==> src/rtl/reg_serial_loader.sv <==
// reg_serial_loader: serialises parallel E/C/P values MSB-first onto the load/shift interface of reg_e/c/p.
// Define LOADER_READBACK_CHECK_EN to add a one-cycle readback compare (CHECK state) driving check_err.
module reg_serial_loader #(
    parameter int E_W = 24,
    parameter int C_W = 15,
    parameter int P_W = 9
) (
    input  logic           clk,
    input  logic           rst,
    input  logic           req_valid,
    output logic           req_ready,
    input  logic [1:0]     req_sel,
    input  logic [E_W-1:0] req_e,
    input  logic [C_W-1:0] req_c,
    input  logic [P_W-1:0] req_p,
    output logic           load_e,
    output logic           load_c,
    output logic           load_p,
    output logic           shift_e,
    output logic           shift_c,
    output logic           shift_p,
    input  logic [E_W-1:0] out_e,
    input  logic [C_W-1:0] out_c,
    input  logic [P_W-1:0] out_p,
    output logic           busy,
    output logic           done,
    output logic           check_err
);
    localparam int MX = (E_W > C_W) ? ((E_W > P_W) ? E_W : P_W) : ((C_W > P_W) ? C_W : P_W);
    localparam int CW = $clog2(MX) + 1;
    localparam logic [CW-1:0] LE = CW'(E_W);
    localparam logic [CW-1:0] LC = CW'(C_W);
    localparam logic [CW-1:0] LP = CW'(P_W);
    localparam logic [CW-1:0] LM = CW'(MX);

    typedef enum logic [1:0] {IDLE, SHIFT, CHECK, DONE} state_t;

`ifdef LOADER_READBACK_CHECK_EN
    localparam state_t LAST = CHECK;
`else
    localparam state_t LAST = DONE;
`endif

    state_t          state, state_n;
    logic [CW-1:0]   cnt, cnt_n, len;
    logic [1:0]      sel_q, sel_n;
    logic [E_W-1:0]  sr_e, src_e;
    logic [C_W-1:0]  sr_c, src_c;
    logic [P_W-1:0]  sr_p, src_p;
    logic            accept, sh_e_n, sh_c_n, sh_p_n;

    assign accept = req_valid && req_ready;
    assign sel_n  = accept ? req_sel : sel_q;
    assign src_e  = accept ? req_e : sr_e;
    assign src_c  = accept ? req_c : sr_c;
    assign src_p  = accept ? req_p : sr_p;
    assign len    = (sel_q == 2'd0) ? LE : (sel_q == 2'd1) ? LC : (sel_q == 2'd2) ? LP : LM;

    always_comb begin
        state_n = state;
        cnt_n   = cnt;
        case (state)
            IDLE:    if (accept) begin
                         state_n = SHIFT;
                         cnt_n   = CW'(1);
                     end
            SHIFT:   if (cnt == len) state_n = LAST;
                     else cnt_n = cnt + 1'b1;
            CHECK:   state_n = DONE;
            default: state_n = IDLE;
        endcase
        // Each channel is live for its own width only, so sel=3 ends the shorter ones early.
        sh_e_n = (state_n == SHIFT) && (sel_n == 2'd0 || sel_n == 2'd3) && (cnt_n <= LE);
        sh_c_n = (state_n == SHIFT) && (sel_n == 2'd1 || sel_n == 2'd3) && (cnt_n <= LC);
        sh_p_n = (state_n == SHIFT) && (sel_n == 2'd2 || sel_n == 2'd3) && (cnt_n <= LP);
    end

    always_ff @(posedge clk or negedge rst) begin
        if (!rst) begin
            state     <= IDLE;
            cnt       <= '0;
            sel_q     <= '0;
            sr_e      <= '0;
            sr_c      <= '0;
            sr_p      <= '0;
            req_ready <= 1'b0;
            busy      <= 1'b0;
            done      <= 1'b0;
            shift_e   <= 1'b0;
            shift_c   <= 1'b0;
            shift_p   <= 1'b0;
            load_e    <= 1'b0;
            load_c    <= 1'b0;
            load_p    <= 1'b0;
        end else begin
            state     <= state_n;
            cnt       <= cnt_n;
            sel_q     <= sel_n;
            sr_e      <= sh_e_n ? src_e << 1 : src_e;
            sr_c      <= sh_c_n ? src_c << 1 : src_c;
            sr_p      <= sh_p_n ? src_p << 1 : src_p;
            req_ready <= state_n == IDLE;
            busy      <= state_n == SHIFT || state_n == CHECK;
            done      <= state_n == DONE;
            shift_e   <= sh_e_n;
            shift_c   <= sh_c_n;
            shift_p   <= sh_p_n;
            load_e    <= sh_e_n && src_e[E_W-1];
            load_c    <= sh_c_n && src_c[C_W-1];
            load_p    <= sh_p_n && src_p[P_W-1];
        end
    end

`ifdef LOADER_READBACK_CHECK_EN
    logic [E_W-1:0] lat_e;
    logic [C_W-1:0] lat_c;
    logic [P_W-1:0] lat_p;
    logic           mis;

    assign mis = ((sel_q == 2'd0 || sel_q == 2'd3) && out_e != lat_e) ||
                 ((sel_q == 2'd1 || sel_q == 2'd3) && out_c != lat_c) ||
                 ((sel_q == 2'd2 || sel_q == 2'd3) && out_p != lat_p);

    always_ff @(posedge clk or negedge rst) begin
        if (!rst) begin
            lat_e     <= '0;
            lat_c     <= '0;
            lat_p     <= '0;
            check_err <= 1'b0;
        end else begin
            lat_e     <= accept ? req_e : lat_e;
            lat_c     <= accept ? req_c : lat_c;
            lat_p     <= accept ? req_p : lat_p;
            check_err <= accept ? 1'b0 : (state == CHECK) ? mis : check_err;
        end
    end
`else
    logic unused_readback;
    assign unused_readback = ^{out_e, out_c, out_p};
    assign check_err = 1'b0;
`endif
endmodule

==> config.mk <==
export PLATFORM = sky130hd
export DESIGN_NAME = reg_serial_loader
export DESIGN_NICKNAME = d
export VERILOG_FILES = /design/src/rtl/reg_serial_loader.sv
export SDC_FILE = /design/constraint.sdc
export NUM_CORES = 1
export LEC_CHECK = 0
export ABC_AREA = 1
export CAP_MARGIN = 40
export CORE_ASPECT_RATIO = 2
export CORE_MARGIN = 5
export CORE_UTILIZATION = 30
export CTS_BUF_LIST = sky130_fd_sc_hd__clkbuf_4
export CTS_CLUSTER_DIAMETER = 120
export DETAILED_ROUTE_END_ITERATION = 10
export GPL_ROUTABILITY_DRIVEN = 0
export PLACE_DENSITY_LB_ADDON = 0.2
export SLEW_MARGIN = 20
export SYNTH_ARGS = -nofsm -noshare
export SYNTH_HDL_FRONTEND = slang
export SYNTH_SLANG_ARGS = --single-unit
==> constraint.sdc <==
create_clock -name clk -period 6.25 [get_ports clk]
set_input_delay 1.875 -clock clk [delete_from_list [all_inputs] [get_ports clk]]
set_output_delay 1.875 -clock clk [all_outputs]
set_load 0.05 [all_outputs]
==> impl_metrics.json <==
{
  "power_w": 0.00248,
  "rsz0062_at_grt": "false",
  "cp.arrival_ps": 4370,
  "syn2layout_area_growth_pct": 24.9,
  "yosys.cell_types.count": 29,
  "grt_max_degree": 57,
  "antenna_found_initial": 1,
  "syn_inst": 401,
  "grt_use_total_pct": 12.5,
  "clock_sinks": 67,
  "max_stage_delay_ps": 570,
  "synth_fa_ha_area_share_pct": 3.15,
  "p_sw_w": 0.00114,
  "holdCritPathClass": "register to register",
  "synthXorXnorAreaFrac_pct": 0.245,
  "synth-main-ff-cell": "dfrtp_1",
  "drive_gt1_share_pct": 18.1,
  "vdd_ir_drop_max_mv": 0.192,
  "postLayoutCellArea_sq_um": 4470,
  "port_buffers": 61,
  "clockBufferDepth": 2,
  "r2r_cells": 12,
  "max_slew_margin_pct": 51.3,
  "syn-num-nets": 511,
  "die_area_sq_um": 14300,
  "htreeDepth": 3,
  "final_util_pct": 38.2,
  "status": "finished clean",
  "syn_avg_cell_area_sq_um": 8.92,
  "post-cts-setup-buffers": 0,
  "fin_crit_ps": 4080,
  "fin_skew_ps": 15.7,
  "ios": 111,
  "drc_errors": 0,
  "worstSetupEndpointType": "register",
  "cts_tree": "yes",
  "fp-row-count": 56,
  "start_util_pct": 30.6,
  "cts.repair.resized": 0,
  "via_count": 2773,
  "synth_edf_count": 0,
  "synth-compound-area-share_pct": 2.31,
  "wl_per_cell_um": 13.8,
  "path_class": "primary input to register",
  "internal_power_w": 0.00134,
  "dpl_cell_area_sq_um": 4300,
  "finalCritPeriodShare_pct": 65.2,
  "synth_common_cells": "nand2_1, dfrtp_1, mux2_2",
  "yosys.area.top_type": "dfrtp_1",
  "final_max_slew_viol_count": 0,
  "die_width_um": 87.2,
  "power_density_nw_per_um2": 555,
  "dp_hpwl_um": 6130,
  "setup_ws_ps": 2170,
  "p_sw_share_pct": 45.9,
  "grt_pass1_vias": 2930,
  "drv_cap": 0,
  "postSynth.asyncResetShare_pct": 100,
  "crit_slowest_cell": "buf_4",
  "comb_power_share_pct": 57.6,
  "cp.required_ps": 6540,
  "fp.dieH_um": 164,
  "crit_start": "req_valid",
  "crit_top_cell": "nand2_1",
  "hold_viol": 0,
  "synth-simple-area-share_pct": 26.0,
  "ctsHoldBuffers": 0,
  "critPathMaxFanout": 56,
  "drt_iter0_markers": 135,
  "cts_made_buffers": 9,
  "r2r_setup_slack_ps": 3250,
  "p_leak_nw": 2.26,
  "clk_latency_ps": 410,
  "fp.coreArea_sq_um": 11700,
  "root_buffer": "clkbuf_4",
  "synth.most_common_cell": "nand2_1",
  "nets": 570,
  "crit-reg2reg-launch": "state[1]",
  "synthTopCellsByArea": "dfrtp_1, nand2_1, mux2_2",
  "synth_top_family_by_area": "simple AND/OR/NAND/NOR gates",
  "seq_area_frac_synth_pct": 46.9,
  "gr-total-overflow": 0,
  "cp_cell_sequence": "clkdlybuf4s50_1 -> nand2_2 -> buf_4 -> nand2_1 -> o21ai_2 -> xnor2_1 -> nor3_4 -> buf_4 -> nand2_4 -> nand2_1 -> nand2_1",
  "cts.clk_slew.worst_paths_ps": 110,
  "cp-endpoint": "sr_e[15]",
  "drtAntennaViolNets": 0,
  "synth_top_area_share_pct": 46.9,
  "dp_slack_ps": 1720,
  "seqPwrFrac_pct": 29.1,
  "wl_um": 8410,
  "synthMuxAreaShare_pct": 13.9,
  "yosys_warnings": 0,
  "synth_seq_cells": 67,
  "clockPowerShare_pct": 13.3,
  "finalSetupTns_ps": 0,
  "worstMarginPinSlew_ps": 730,
  "max_freq_mhz": 245,
  "drt-vias-per-instance": 4.54,
  "netlist_area_sq_um": 3580,
  "cp-start-kind": "primary input",
  "grt_pass1_wl_um": 14000,
  "regToRegEndpoint": "sr_e[0]",
  "first_pass_iters": 4,
  "setup_violations": 0
}
## power groups by stage
stage / Clock (W) / Combinational [W] / Sequential, W
after floorplan: 0 / 0.00112 / 0.000781
after global placement: 0 / 0.00142 / 0.000724
after detailed placement: 0 / 0.00145 / 0.000735
after CTS: 0.000346 / 0.00146 / 0.000725
after global routing: 0.000362 / 0.00162 / 0.000743
final: 0.000330 / 0.00143 / 0.000722
## worst min path at each step
stage,from,end,cells after the start
2_1_floorplan,sel_q[1],sel_q[1],2
3_3_place_gp,sel_q[1],sel_q[1],2
3_5_place_dp,sel_q[1],sel_q[1],2
4_1_cts,sel_q[1],sel_q[1],2
5_1_grt,sel_q[1],sel_q[1],2
6_report,sel_q[1],sel_q[1],2
## stage by stage
stage	instances	hold WS [ps]
finish	611	538
global route	611	585
CTS	610	544
detailed placement	594	518
global placement	593	510
floorplan	401	490
## worst max-delay path, delay by kind of cell
kind | cells | cell delay [ps]
buffers and inverters | 3 | 1310
and+or+nand+nor | 6 | 820
AOI/OAI and AO/OA | 1 | 150
xor gates and xnor gates | 1 | 150
## routing by layer
metal  wire [um]  track usage, %  up-vias
met5           0               0        -
met4         137            4.82        0
met3         290            2.15        7
met2        4840            24.1       43
met1        3140            13.0     1328
li1            -               -     1395
## registers in the layout, indices dropped and copies added (netlist names)
signal	count
sr_e	24
sr_c	15
sr_p	9
cnt	6
sel_q	2
state	2
busy	1
done	1
load_c	1
load_e	1
load_p	1
req_ready	1
shift_c	1
shift_e	1
shift_p	1
## cells by family after synthesis
logic type,after synthesis
buffers and inverters,58
multiplexers,44
adder cells (fa/ha/maj),9
AND/OR/NAND/NOR,207
other,1
XOR/XNOR,1
AO/OA/AOI/OAI,14
flip-flops,67
## placed cells by master (no fill, tap or decap), types with 2 or more instances in the layout
master           synthesis  final
nand2_1                136    136
dfrtp_1                 67     67
clkdlybuf4s50_1          0     60
mux2_2                  44     44
inv_1                   39     39
nand3_1                 34     34
nor2_1                  12     12
clkbuf_4                 0     10
nand4_1                  9      9
ha_1                     9      9
o21ai_0                  6      6
nand2_2                  5      5
a21oi_1                  3      3
buf_4                    5      3
inv_2                    2      2
nand3_2                  2      2
nand3b_1                 2      2
or2_2                    2      2
o21ai_2                  2      2
nor3_4                   2      2
bufinv_16                0      2
clkinv_4                 0      2
## layout make-up
type | instances | area, sq um
multi-input combinational | 276 | 1630
fill | 1208 | 7230
sequential | 67 | 1680
timing repair buffer | 65 | 656
inverter | 41 | 154
antenna | 1 | 2.50
clock buffer | 10 | 75.1
tap | 145 | 181
clock inverter | 6 | 90.1
Note: power is estimated with default switching activity, not from simulation.
==> edit 1 (same settings) <==
Encoding of `state_t`: now one-hot (4 bits for 4 states).
--- a/src/rtl/reg_serial_loader.sv
+++ b/src/rtl/reg_serial_loader.sv
@@ -34,5 +34,5 @@
     localparam logic [CW-1:0] LM = CW'(MX);
 
-    typedef enum logic [1:0] {IDLE, SHIFT, CHECK, DONE} state_t;
+    typedef enum logic [3:0] {IDLE = 4'b0001, SHIFT = 4'b0010, CHECK = 4'b0100, DONE = 4'b1000} state_t;
 
 `ifdef LOADER_READBACK_CHECK_EN
Formal check against the unedited RTL: no difference found for any inputs over 10 cycles, from zero or initial values and one cycle with rst low; not proved beyond that.
==> edit 1 against the unedited design <==
- sequential share of layout area increased by 1.2 points
- via count shrank 2.3%
- final area hardly changed
- sequential cell count increased by 2
- area after synthesis up 1.4%
- setup slack got worse by 370 ps
- first-iteration DRC count is 50% lower
- routed wire length fell by 8.9%
- utilization shrank 0.92 points
- critical endpoint is now sr_e[0]
- largest cell class unchanged
- highest routed layer unchanged
Power is not compared: it rests on default switching activity, and its combinational part moved more than twofold at a synthesized area within 25%.
==> edit 1: results (changes against the unedited design) <==
==================================================================================
Worst stage delay on the critical path ..............................       790 ps   +220 ps
Post-route clock skew ...............................................      10.5 ps   -5.20 ps
Share of final-layout standard cells stronger than drive strength 1 .        0.197   +0.0159
Count of inverters other than clock inverters in the layout .........           27   -34%
Maximum number of pins on one net before global-route repair ........           48   -16%
R2R Setup Slk .......................................................      3430 ps   +180 ps
Worst-margin pin slew ...............................................       661 ps   -68.9 ps
Register clock-pin slew on the reported worst setup and hold paths ..       110 ps   about the same
Area after DPL ......................................................     4350 µm²   +1.3%
Proportion of synthesized chip area in sequential cells .............        0.476   +0.00751
Met3 usage ..........................................................       0.0333   +0.0118
Overall routing resource usage ......................................        0.115   -0.0106
Number of warnings issued by yosys ..................................            0   unchanged
Share of final layout cell area taken by non-clock buffers ..........        0.146   -0.000998
Distinct cells, synth ...............................................           37   +28%
Count of TritonRoute iterations in the first routing pass ...........            5   +1
Detail Route met2 WL ................................................      3650 µm   -25%
Post-DR wirelength/cell .............................................      12.7 µm   -8.0%
Proportion of cell area occupied by registers .......................        0.387   +0.0118
Count of multi-input combinational gates ............................          282   +2.2%
Post-route worst hold slack .........................................       507 ps   -31.3 ps
DR iter-0 viols .....................................................           67   -50%
Multi-input gate share of the layout cell area ......................        0.375   +0.00956
Capture point of the worst path .....................................      sr_e[0]
Number of cells on the worst reg-to-reg path ........................            8   -4
NumNets Final .......................................................          556   -2.5%
Total of fill cells in the finished design ..........................         1273   +5.4%
Outcome ............................................................. finished, final reports clean
Clkbuf count ........................................................           13   +3
Vias in the first global route ......................................         2770   -5.5%
Cell family with most CP delay ...................................... simple AND/OR/NAND/NOR gates
Total via count after detailed routing ..............................         2710   -2.3%
Leading post-synthesis cells by cell area ........................... dfrtp_1, nand2_1, mux2_2
Non-CTS buffers .....................................................           64   -1.5%
Clock Sinks .........................................................           69   +3.0%
Antenna Cells .......................................................            0   -1
Routed length on met3 ...............................................       417 µm   +44%
Startpoint of the worst-slack reg-to-reg timing path ................    req_ready
Global Route met1 Usage .............................................        0.139   +0.00919
Routed length on met1 ...............................................      3470 µm   +11%
Largest fanout on the critical path .................................           25   -55%
Area grow syn2layout ................................................        23.0%
Met2 capacity usage during global routing ...........................        0.190   -0.0513
Data arrival at the endpoint of the critical path ...................      4750 ps   +380 ps
Async SR Flop Fraction ..............................................         1.00   unchanged
Cell with the largest stage delay on the worst path ................. clkdlybuf4s50_1
Area fraction of clock buffers and clock inverters ..................       0.0247   -0.0123
HPWL after detailed placement .......................................      5340 µm   -13%
Wire length of the first global-routing pass ........................     13100 µm   -6.5%
Antenna violations before repair ....................................            0   -1
Class of the tightest hold or removal check .........................   reg -> reg
Top cell types by occurrence after synthesis ........................ nand2_1, dfrtp_1, nand3_1
==================================================================================
edit 1: changes by cell type in the layout (fill, tap and decap cells not counted), moves of 4 or more:
cell / before / now
ha_1: 9 / 2
mux2i_1: 0 / 5
nand2_4: 1 / 8
o21ai_2: 2 / 9
nand3_1: 34 / 51
and2_0: 0 / 10
inv_1: 39 / 19
o21ai_0: 6 / 10
nand2_1: 136 / 115
mux2_2: 44 / 30
nand4_1: 9 / 1
edit 1: how the worst min path moves through the flow:
| stage | start | to | depth (start not counted) |
|---|---|---|---|
| after CTS | state[3] | done | 1 |
| after global routing | state[3] | done | 1 |
| after detailed placement | state[3] | done | 1 |
| after floorplan | state[3] | done | 1 |
| final | state[3] | done | 1 |
| after global placement | state[3] | done | 1 |
edit 1: where the power goes:
| group | total [mW] | switching, mW | leakage (nW) | internal, mW |
|---|---|---|---|---|
| sequential | 0.697 | 0.0658 | 0.843 | 0.631 |
| combinational | 0.703 | 0.399 | 1.20 | 0.304 |
| clock | 0.249 | 0.152 | 0.0669 | 0.0971 |
edit 1: kinds of logic (layout without fill, tap and decap cells):
logic type,after synthesis,after routing,synth area share
compound gates,24,24,0.0445
mux,35,35,0.107
buf+inv,44,107,0.0645
fa+ha+maj,2,2,0.00690
other cells,1,2,0.00103
xor+xnor,4,4,0.00966
simple gates,215,215,0.290
flops,69,69,0.476
edit 1: stage by stage:
step,cells,worst slack [ps]
2_1_floorplan,395,2950
3_3_place_gp,588,1260
3_5_place_dp,589,1280
4_1_cts,605,1740
5_1_grt,605,1530
6_report,605,1810
edit 1: worst register-to-register path, cell delays in order (launching register included):
cell and delay [ps]:
dfrtp_1 650, nand2_2 410, nor2_1 250, a21oi_1 110
xor2_1 200, nor3b_4 590, nand2_4 310, inv_1 160
nor2_1 50
==> edit 2 (same settings) <==
Made on the original files. The parameter `C_W` goes from 15 to 17.
--- a/src/rtl/reg_serial_loader.sv
+++ b/src/rtl/reg_serial_loader.sv
@@ -3,5 +3,5 @@
 module reg_serial_loader #(
     parameter int E_W = 24,
-    parameter int C_W = 15,
+    parameter int C_W = 17,
     parameter int P_W = 9
 ) (
Ports: changed (resized out_c and req_c); port bits go from 111 to 115. No check against the original RTL was run, so the function may have changed too.
==> edit 2 against the unedited design <==
- synthesized cell count increased by 4.2%
- total power up 6.8%
- sequential cell count up 2
- fmax decreased by 5.6%
- combinational power increased by 15%
- final area grew 2.9%
- global-route usage decreased by 0.47 points
- clock skew is essentially flat
- first-iteration DRC count down 39%
- routed wire length shrank 1.2%
- setup slack lost 240 ps
- area after synthesis grew 5.1%
==> edit 2: results (changes against the unedited design) <==
==================================================================================
Outcome ............................................................. finished, final reports clean
NumNets Final .......................................................          591   +3.7%
Start point of the worst min-delay path .............................      sr_c[2]
Relative max-transition margin ......................................        0.477   -0.0364
Post-CTS sizing .....................................................            0   unchanged
Root buf cell .......................................................     clkbuf_4
Leading post-synthesis cells by cell area ........................... dfrtp_1, mux2_2, nand2_1
Post-Synthesis Net Count ............................................          533   +4.3%
Beginning of the critical path ......................................    req_valid
Overall routing resource usage ......................................        0.120   -0.00474
Register clock-pin slew on the reported worst setup and hold paths ..       100 ps
Placed Cells incl. Taps .............................................          615   +3.5%
Routed length on met1 ...............................................      3690 µm   +18%
Worst stage delay on the critical path ..............................       490 ps   -80 ps
Detail Route met2 WL ................................................      4000 µm   -18%
Global Route met1 Usage .............................................        0.155   +0.0245
HPWL after detailed placement .......................................      5780 µm   -5.7%
Number of buffers inserted by port buffering ........................           63   +3.3%
Total via count after detailed routing ..............................         2899   +4.5%
Cell family with most CP delay ...................................... simple AND/OR/NAND/NOR gates
Top cell types by occurrence after synthesis ........................ nand2_1, dfrtp_1, nand3_1
Peak ir drop on the vdd network .....................................   0.000209 V   +9.3%
Area after DPL ......................................................     4490 µm²   +4.5%
Top Registers ....................................................... sr_e (24), sr_c (17), sr_p (9)
DR iter-0 viols .....................................................           82   -39%
Maximum number of pins on one net before global-route repair ........           36   -37%
Post-DR wirelength/cell .............................................      13.2 µm   -4.2%
Class of the tightest hold or removal check .........................   reg -> reg
Distinct cells, synth ...............................................           30   +3.4%
Antenna Cells .......................................................            0   -1
Post-route clock skew ...............................................      15.4 ps   -0.332 ps
Share of final-layout standard cells stronger than drive strength 1 .        0.188   +0.00685
Routed length on met3 ...............................................       479 µm   +65%
Number of cells on the worst reg-to-reg path ........................           12   unchanged
Post-synthesis average cell area ....................................     9.00 µm²   +0.87%
CTS buffer count ....................................................            9   unchanged
Largest fanout on the critical path .................................           35   -38%
Number of warnings issued by yosys ..................................            0   unchanged
Antenna violations before repair ....................................            0   -1
Number of non-filler instances in the completed layout ..............          630   +3.1%
Data arrival at the endpoint of the critical path ...................      4610 ps   +240 ps
Cell with the largest stage delay on the worst path ................. clkdlybuf4s50_1
Prevailing post-synth register cell .................................      dfrtp_1
Worst hold path cell count ..........................................            3   +1
Startpoint of the worst-slack reg-to-reg timing path ................    req_ready
Proportion of synthesized chip area in sequential cells .............        0.459   -0.00961
Uppermost metal layer occupied by signal nets .......................         met4
Met3 usage ..........................................................       0.0284   +0.00694
Vias in the first global route ......................................         3059   +4.4%
Leakage dissipation .................................................      2.30 nW   +1.9%
Met2 capacity usage during global routing ...........................        0.192   -0.0491
Wire length of the first global-routing pass ........................     14400 µm   +2.9%
==================================================================================
edit 2: per-stage QoR:
stage / util / setup WS, ps
global placement: 0.360 / 1450
detailed placement: 0.362 / 1460
CTS: 0.370 / 1910
finish: 0.370 / 1930
global route: 0.370 / 1640
floorplan: - / 2850
edit 2: cell type report:
| class | instances | area, µm² |
|---|---|---|
| clock buffer | 12 | 90.1 |
| clock inverter | 3 | 13.8 |
| fill | 1319 | 7820 |
| inverter | 36 | 135 |
| multi-input combinational | 293 | 1770 |
| sequential | 69 | 1730 |
| tap | 150 | 188 |
| timing repair buffer | 67 | 668 |
edit 2: final timing paths:
path | end | slack [ps]
setup / recovery | sr_p[3] | 1930
hold / removal | sr_c[2] | 600
setup reg to reg | sr_p[3] | 3490
hold reg to reg | sr_c[2] | 600
max in group asynchronous | sr_e[23] | 3890
min in group asynchronous | state[1] | 1400
edit 2: power breakdown:
group | internal, mW | switching [mW]
Sequential | 0.676 | 0.0761
Clock | 0.0910 | 0.153
Combinational | 0.577 | 1.07
Total | 1.34 | 1.30
edit 2: cell families after synthesis:
kind of cell             count (synthesis)  synth area share
AND/OR/NAND/NOR                        220             0.270
flip-flops                              69             0.459
other                                    1          0.000997
XOR/XNOR                                 2           0.00466
adder cells (fa/ha/maj)                 10            0.0333
AO/OA/AOI/OAI                           15            0.0279
buffers and inverters                   56            0.0695
multiplexers                            45             0.135
edit 2: worst register-to-register path: cells and delay by family, from the launching register on:
kind | cells | cell delay, ps
and+or+nand+nor | 8 | 1690
DFF | 1 | 400
AOI/OAI and AO/OA | 2 | 240
adders and majority gates | 1 | 210
buffers and inverters | 1 | 90
